`src/rtl/fetch_stage.sv`:
```
// Instruction fetch stage: drives a variable-latency instruction memory and
// fills the IF/ID register, handling decode stalls and branch redirects.
module fetch_stage #(
  parameter logic [31:0] RESET_PC = 32'h01000000,
  parameter logic [31:0] NOP_INST = 32'h00000013
) (
  input  logic        clock,
  input  logic        reset_n,
  input  logic        stall,
  input  logic        redirect,
  input  logic [31:0] redirect_pc,
  output logic        imem_req,
  output logic [31:0] imem_addr,
  input  logic        imem_ack,
  input  logic [31:0] imem_data,
  output logic [31:0] inst_d,
  output logic [31:0] pc_d,
  output logic        valid_d
);

  typedef enum logic [1:0] {
    FETCH   = 2'd0,
    HOLD    = 2'd1,
    DISCARD = 2'd2
  } state_e;

  state_e      state_q, state_d;
  logic [31:0] fetch_pc_q, fetch_pc_d;
  logic [31:0] pend_pc_q, pend_pc_d;
  logic [31:0] hold_inst_q, hold_inst_d;
  logic [31:0] ifid_inst_q, ifid_inst_d;
  logic [31:0] ifid_pc_q, ifid_pc_d;
  logic        ifid_vld_q, ifid_vld_d;

  logic [31:0] redir_tgt;
  logic        unused_redir_lsb;

  assign redir_tgt        = {redirect_pc[31:2], 2'b00};
  assign unused_redir_lsb = ^redirect_pc[1:0];

  // HOLD parks the fetched word, so no new request is issued until decode drains it
  assign imem_req  = reset_n && (state_q != HOLD);
  assign imem_addr = {fetch_pc_q[31:2], 2'b00};

  assign inst_d  = ifid_inst_q;
  assign pc_d    = ifid_pc_q;
  assign valid_d = ifid_vld_q;

  always_comb begin
    state_d     = state_q;
    fetch_pc_d  = fetch_pc_q;
    pend_pc_d   = pend_pc_q;
    hold_inst_d = hold_inst_q;
    ifid_inst_d = ifid_inst_q;
    ifid_pc_d   = ifid_pc_q;
    ifid_vld_d  = ifid_vld_q;

    if (redirect) begin
      // Redirect outranks stall and ack: the slot becomes a bubble right away
      ifid_inst_d = NOP_INST;
      ifid_vld_d  = 1'b0;
      unique case (state_q)
        FETCH: begin
          if (imem_ack) begin
            fetch_pc_d = redir_tgt;
          end else begin
            // Address must stay put until the in-flight word returns
            pend_pc_d = redir_tgt;
            state_d   = DISCARD;
          end
        end
        HOLD: begin
          fetch_pc_d  = redir_tgt;
          hold_inst_d = NOP_INST;
          state_d     = FETCH;
        end
        DISCARD: begin
          if (imem_ack) begin
            fetch_pc_d = redir_tgt;
            state_d    = FETCH;
          end else begin
            pend_pc_d = redir_tgt;
          end
        end
        default: state_d = FETCH;
      endcase
    end else begin
      unique case (state_q)
        FETCH: begin
          if (imem_ack) begin
            fetch_pc_d = fetch_pc_q + 32'd4;
            if (stall) begin
              hold_inst_d = imem_data;
              state_d     = HOLD;
            end else begin
              ifid_inst_d = imem_data;
              ifid_pc_d   = fetch_pc_q;
              ifid_vld_d  = 1'b1;
            end
          end else if (!stall) begin
            ifid_inst_d = NOP_INST;
            ifid_pc_d   = fetch_pc_q;
            ifid_vld_d  = 1'b0;
          end
        end
        HOLD: begin
          // fetch_pc already points past the parked word
          if (!stall) begin
            ifid_inst_d = hold_inst_q;
            ifid_pc_d   = fetch_pc_q - 32'd4;
            ifid_vld_d  = 1'b1;
            state_d     = FETCH;
          end
        end
        DISCARD: begin
          if (imem_ack) begin
            fetch_pc_d = pend_pc_q;
            state_d    = FETCH;
          end
          if (!stall) begin
            ifid_inst_d = NOP_INST;
            ifid_pc_d   = fetch_pc_q;
            ifid_vld_d  = 1'b0;
          end
        end
        default: state_d = FETCH;
      endcase
    end
  end

  always_ff @(posedge clock or negedge reset_n) begin
    if (!reset_n) begin
      state_q     <= FETCH;
      fetch_pc_q  <= RESET_PC;
      pend_pc_q   <= 32'd0;
      hold_inst_q <= NOP_INST;
      ifid_inst_q <= NOP_INST;
      ifid_pc_q   <= 32'd0;
      ifid_vld_q  <= 1'b0;
    end else begin
      state_q     <= state_d;
      fetch_pc_q  <= fetch_pc_d;
      pend_pc_q   <= pend_pc_d;
      hold_inst_q <= hold_inst_d;
      ifid_inst_q <= ifid_inst_d;
      ifid_pc_q   <= ifid_pc_d;
      ifid_vld_q  <= ifid_vld_d;
    end
  end

endmodule

```
`config.mk`:
```
export PLATFORM = sky130hd
export DESIGN_NAME = fetch_stage
export DESIGN_NICKNAME = d
export VERILOG_FILES = /design/src/rtl/fetch_stage.sv
export SDC_FILE = /design/constraint.sdc
export NUM_CORES = 1
export LEC_CHECK = 0
export ABC_AREA = 0
export CAP_MARGIN = 0
export CORE_MARGIN = 5
export CORE_UTILIZATION = 58
export CTS_CLUSTER_SIZE = 20
export DETAILED_ROUTE_END_ITERATION = 16
export DONT_BUFFER_PORTS = 1
export GPL_ROUTABILITY_DRIVEN = 0
export PLACE_DENSITY = 0.75
export SYNTH_ARGS = -nofsm -noshare
export SYNTH_HDL_FRONTEND = slang
export SYNTH_SLANG_ARGS = --single-unit
```
`constraint.sdc`:
```
create_clock -name clock -period 2.4 [get_ports clock]
set_input_delay 0.24 -clock clock [delete_from_list [all_inputs] [get_ports clock]]
set_output_delay 0.24 -clock clock [all_outputs]
set_load 0.02 [all_outputs]
```
# After elaboration in Yosys (flattened, before gate mapping)

Cells that the tools add are included.

Bits in registers: 161
Bits of input ports: 69
Output and inout bits: 98
Word-level logic and storage cells: 73

Add/subtract/negate cells: 2
Equal/unequal tests: 14
Muxes and demuxes: 33
Bitwise gates (word level): 2
Reduce and logical (&&, ||, !) cells: 15

Operator list:

| cell                                                | count |
|---|---|
| two-way mux 32 bit                                  | 16 |
| case mux 32 bit (2 select lines)                    | 3 |
| case mux 32 bit (3 select lines)                    | 1 |
| adder 32 x 3 -> 32 bit (second input constant)      | 1 |
| subtractor 32 x 3 -> 32 bit (second input constant) | 1 |
| != test 3 bit (second input constant)               | 5 |
| two-way mux 2 bit                                   | 6 |
| AND reduction 4 bit                                 | 3 |
| nonzero test 2 bit                                  | 4 |
| != test 3 x 2 -> 1 bit (second input constant)      | 2 |
| case mux 2 bit (3 select lines)                     | 1 |
| AND reduction 3 bit                                 | 2 |
| AND reduction 5 bit                                 | 1 |
| two-way mux 1 bit                                   | 4 |
| != test 2 x 1 -> 1 bit (second input constant)      | 2 |
| != test 2 bit (second input constant)               | 2 |
| != test 4 bit (second input constant)               | 1 |
| case mux 2 bit (2 select lines)                     | 1 |
| nonzero test 4 bit                                  | 1 |
| case mux 1 bit (3 select lines)                     | 1 |
| nonzero test 3 bit                                  | 1 |
| == test 2 x 1 -> 1 bit (second input constant)      | 1 |
| == test 2 bit (second input constant)               | 1 |
| logical NOT 2 bit                                   | 1 |
| other kinds (3)                                     | 4 |

# Depth between registers and ports, before layout

Depth in word-level cells: 4
Depth in mapped cells: 9
Mapped depth without buffers: 6

# Least setup slack after synthesis

No wires, ideal clock.

Kind: register to register
From: reg state_q[0]
To: reg ifid_inst_q[12] (netlist: inst_d[12])
Library setup time: 122 ps
Arrival time: 2212 ps
Data required time: 2278 ps
Slack: 67 ps
Cell stages (with the launch flop): 10
Path buffers: 3
Period minus slack after synthesis: 2333 ps
Cells stage by stage: dfrtp_1 > inv_1 > ha_1 > buf_2 > or3_1 > a21oi_1 > nor2_1 > clkbuf_1 > clkbuf_1 > a32o_1

Cells in the longest elaborated chain, start to end: 3
Elaborated cells between the ends (all ways): 9
Classes of those cells: eq/ne: 4; mux: 2; reduce/logical: 3

RTL lines:

| what                                                                       | RTL line | source |
|---|---|---|
| from (decl)                                                                | 27       | `state_e state_q, state_d;` |
| from (signal assigned)                                                     | 141      | `state_q <= state_d;` |
| == test 2 x 1 -> 1 bit, or another cell as far along                       | 88       | `unique case (state_q)` |
| != test 3 bit (no source line), or another cell as far along               | n/a      |  |
| AND reduction 3 bit (no source line) or two-way mux 32 bit (tied branches) | n/a      |  |
| to (signal assigned)                                                       | 145      | `ifid_inst_q <= ifid_inst_d;` |
| to (decl)                                                                  | 31       | `logic [31:0] ifid_inst_q, ifid_inst_d;` |

Parallel ways exist; a longest one is shown, timed or not.
A chain may end at the register's enable or synchronous reset.

# Worst setup path in the final report

From: reg fetch_pc_q[2]
To: reg fetch_pc_q[28]

Cells in the longest elaborated chain, start to end: 4

RTL lines:

| what                             | RTL line | source |
|---|---|---|
| from (decl)                      | 28       | `logic [31:0] fetch_pc_q, fetch_pc_d;` |
| from (signal assigned)           | 142      | `fetch_pc_q <= fetch_pc_d;` |
| adder 32 x 3 -> 32 bit           | 91       | `fetch_pc_d = fetch_pc_q + 32'd4;` |
| two-way mux 32 bit               | 90       | `if (imem_ack) begin` |
| case mux 32 bit (2 select lines) | 88       |  |
| two-way mux 32 bit               | 58       | `if (redirect) begin` |

Every way passes these cells. The select of a mux whose other input is x is not followed.

==> results by group <==
CTS
  – Max H-tree Level: 4
  – TritonCTS Buffers: 17
  – Clock Sink Count: 157
  – CTS tree: built
  – Worst-path clk slew: 0.06 ns
  – Hold Buf Count CTS: 63
  – Worst-Skew Late Latency: 0.42 ns
  – CTS root buf: clkbuf_16
  – CTS Buffer Depth: 2

Timing
  – Final hold viol count: 157
  – RSZ-0062 raised after global routing: no
  – Final period util: 0.946
  – Worst-Margin Slew: 1.05 ns
  – Crit path time final: 2.27 ns
  – Worst slew margin: 0.295
  – Pins Over Slew Limit: 0
  – Fin worst setup slack: 0.129 ns
  – Fmax: 440 MHz
  – Worst Clk Skew: 0.00863 ns
  – Setup violators final: 0
  – Hold_ws: -0.489 ns
  – Total negative slack: 0 ns

Setup path
  – Crit. Startpoint: fetch_pc_q[2]
  – Crit Reg-Reg Startpoint: fetch_pc_q[2]
  – Startpoint Class: flop
  – Critical Path, Cell by Cell: ha_1 > nand2_1 > or4_1 > or3_1 > o311ai_1
  – Worst-path fanout max: 10
  – Worst EP required: 2.72 ns
  – WS Path Type: flop to flop
  – CP endpoint kind: flop
  – CP peak stage delay: 0.72 ns
  – WP data arrival: 2.59 ns
  – Crit-path slowest cell: or4_1

Logic synthesis
  – Post-synth top area share: 0.405
  – Mapped Area: 9260 um2
  – Dominant cells by area after synthesis: dfrtp_1 41%, mux2_2 4.9%, a22o_1 4.0%, nand2_1 3.4%, a21oi_1 2.9%
  – Post-synthesis sequential area ratio: 0.425
  – Synth area leader: dfrtp_1
  – EDFF count, synth: 0
  – Netlist cell types: 76
  – Ys async rst share: 1.00
  – Synth warn: 0
  – Ys flop type: dfrtp_1
  – Synth Register Bits: 157
  – Synthesized area per cell: 9.58 um2
  – Post-Syn Instances: 967

Drt
  – Vias per std cell: 6.67
  – Vias post-DR: 8360
  – Drt initial violations: 757
  – Pre-Repair DR Iteration Count: 5
  – Avg WL per Cell: 21.3 um
  – Post-route DRC: 0
  – Routed wire length: 26.8 mm
  – Post-detailed-route count of antenna-violating nets: 0

Power and ir drop
  – Final Power: 15.2 mW
  – Worst vdd ir: 0.000860 V
  – Lkg Pwr: 4.46 nW
  – PD cells: 1380 nW/um2

Status
  – Violated checks: hold timing
  – Run status: finished, violations left

GRT
  – Vias in the first global route: 8138
  – Pin count of the biggest net entering global routing: 159
  – Grt ovf: 0
  – First-pass GRT wire length: 43.4 mm
  – Initial antenna violation count: 0
  – Gr usage total: 0.293

Floorplanning
  – Core box area: 15800 um2
  – Chip width: 136 um
  – Core Rows: 46
  – Die Y: 136 um
  – Ports: 167
  – Die ar.: 18600 um2
  – Starting Density: 0.587

Finish
  – Share of cells above drive strength 1: 0.171
  – Area Growth Syn to Fin: 18.6%
  – # diodes: 0
  – Final core utilization: 0.696
  – Post-route cell area: 11000 um2
  – Final-stage net count: 1098

Run
  – Max-cap violations: 0

Place
  – Post-DP Area: 9740 um2
  – Detailed placer's ending HPWL: 16.6 mm
  – Port buffer count: 0
  – Worst slack, placed: 0.0747 ns

Hold path
  – Hold Crit Class: input port to async pin
-- cell usage after synthesis (all sizes together) (4+ instances only) --
cell    count
dfstp       7
a211o      18
nand4      18
o211ai     22
inv        17
or3        14
a21oi      53
nand2      85
a32o       16
nor2b       8
xnor2      10
dfrtp     150
a22o       42
o21ai      37
ha          5
nand2b      7
o21a       13
mux2       45
and3        6
o31ai      15
or4        25
nor2       33
a211oi      5
a31oi      17
nor3       30
o311ai      8
nand3b     19
or2         5
mux2i      17
nor3b       4
a221oi     30
nor4       10
nand3      23
o41ai       4
clkbuf     73
o31a        4
buf        33
-- layout by cell type, fill, tap and decap left out, types with 18 or more instances in the layout --
cell type,instances
nor3_1,26
a21oi_1,50
o21ai_0,36
o211ai_1,22
nand3_1,22
nor2_1,32
nand3b_1,19
nand2_1,85
buf_4,74
a211o_1,18
dfrtp_1,150
dlygate4sd3_1,63
mux2_2,40
or4_1,24
a22o_1,42
a221oi_1,30
-- worst max-delay path, delay by kind of cell, from the launching register on --
family	cells	cell delay, ns
flops	1	0.39
simple gates	3	1.25
compound gates	1	0.24
fa+ha+maj	1	0.28
-- registers in the layout, indices dropped and copies added (netlist names) --
signal,flops
pc_d,30
hold_inst_q,32
fetch_pc_q,30
pend_pc_q,30
state_q,2
inst_d,32
valid_d,1
-- power by group --
part / internal (mW) / switching, mW
Sequential: 3.88 / 1.57
Combinational: 3.09 / 3.84
Clock: 1.74 / 1.07
-- timing repair --
item,in CTS,in global routing
buffers inserted,0,0
resized for setup,0,2
endpoints found under the hold margin,227,157
endpoints found under the setup margin,0,27
-- final cells by class --
type                    instances  area [um2]
inverters                      17        63.8
multi-input cells             689        4810
clock buffers                  22         444
flip-flops and latches        157        3940
fillers                      1222        4790
repair buffers                142        1290
clock inverters                10         165
well taps                     216         270
-- through the flow --
step                std cells  hold WS (ns)
floorplan                 970       -0.0556
global placement         1158       -0.0493
detailed placement       1158       -0.0503
CTS                      1253        -0.502
global route             1253        -0.505
finish                   1253        -0.489
-- routing by layer --
layer / vias to the layer above / wire [um] / global-route usage
met5: - / 0 / 0
met4: 0 / 783 / 0.111
met2: 439 / 12900 / 0.467
li1: 3794 / - / -
met1: 4058 / 10500 / 0.385
met3: 69 / 2640 / 0.0751
-- final timing paths --
check / endpoint / cells past startpoint / slack, ns
worst min register to register: hold_inst_q[29] / 1 / 0.50
worst max-delay path: fetch_pc_q[28] / 5 / 0.13
worst min-delay path: pc_d[4] / 0 / -0.49
max in group asynchronous: hold_inst_q[4] / 0 / 2.58
min in group clock: fetch_pc_q[13] / 2 / 0.02
worst max register to register: fetch_pc_q[28] / 5 / 0.13
-- kinds of logic after synthesis --
group                      Yosys count  synth area share
xor gates and xnor gates            13            0.0123
muxes                               62            0.0731
and+or+nand+nor                    297             0.180
buffers and inverters              124            0.0588
DFF                                157             0.425
adders and majority gates            5           0.00676
other                                1          0.000405
AOI/OAI and AO/OA                  308             0.244
Note: power is estimated with default switching activity, not from simulation.
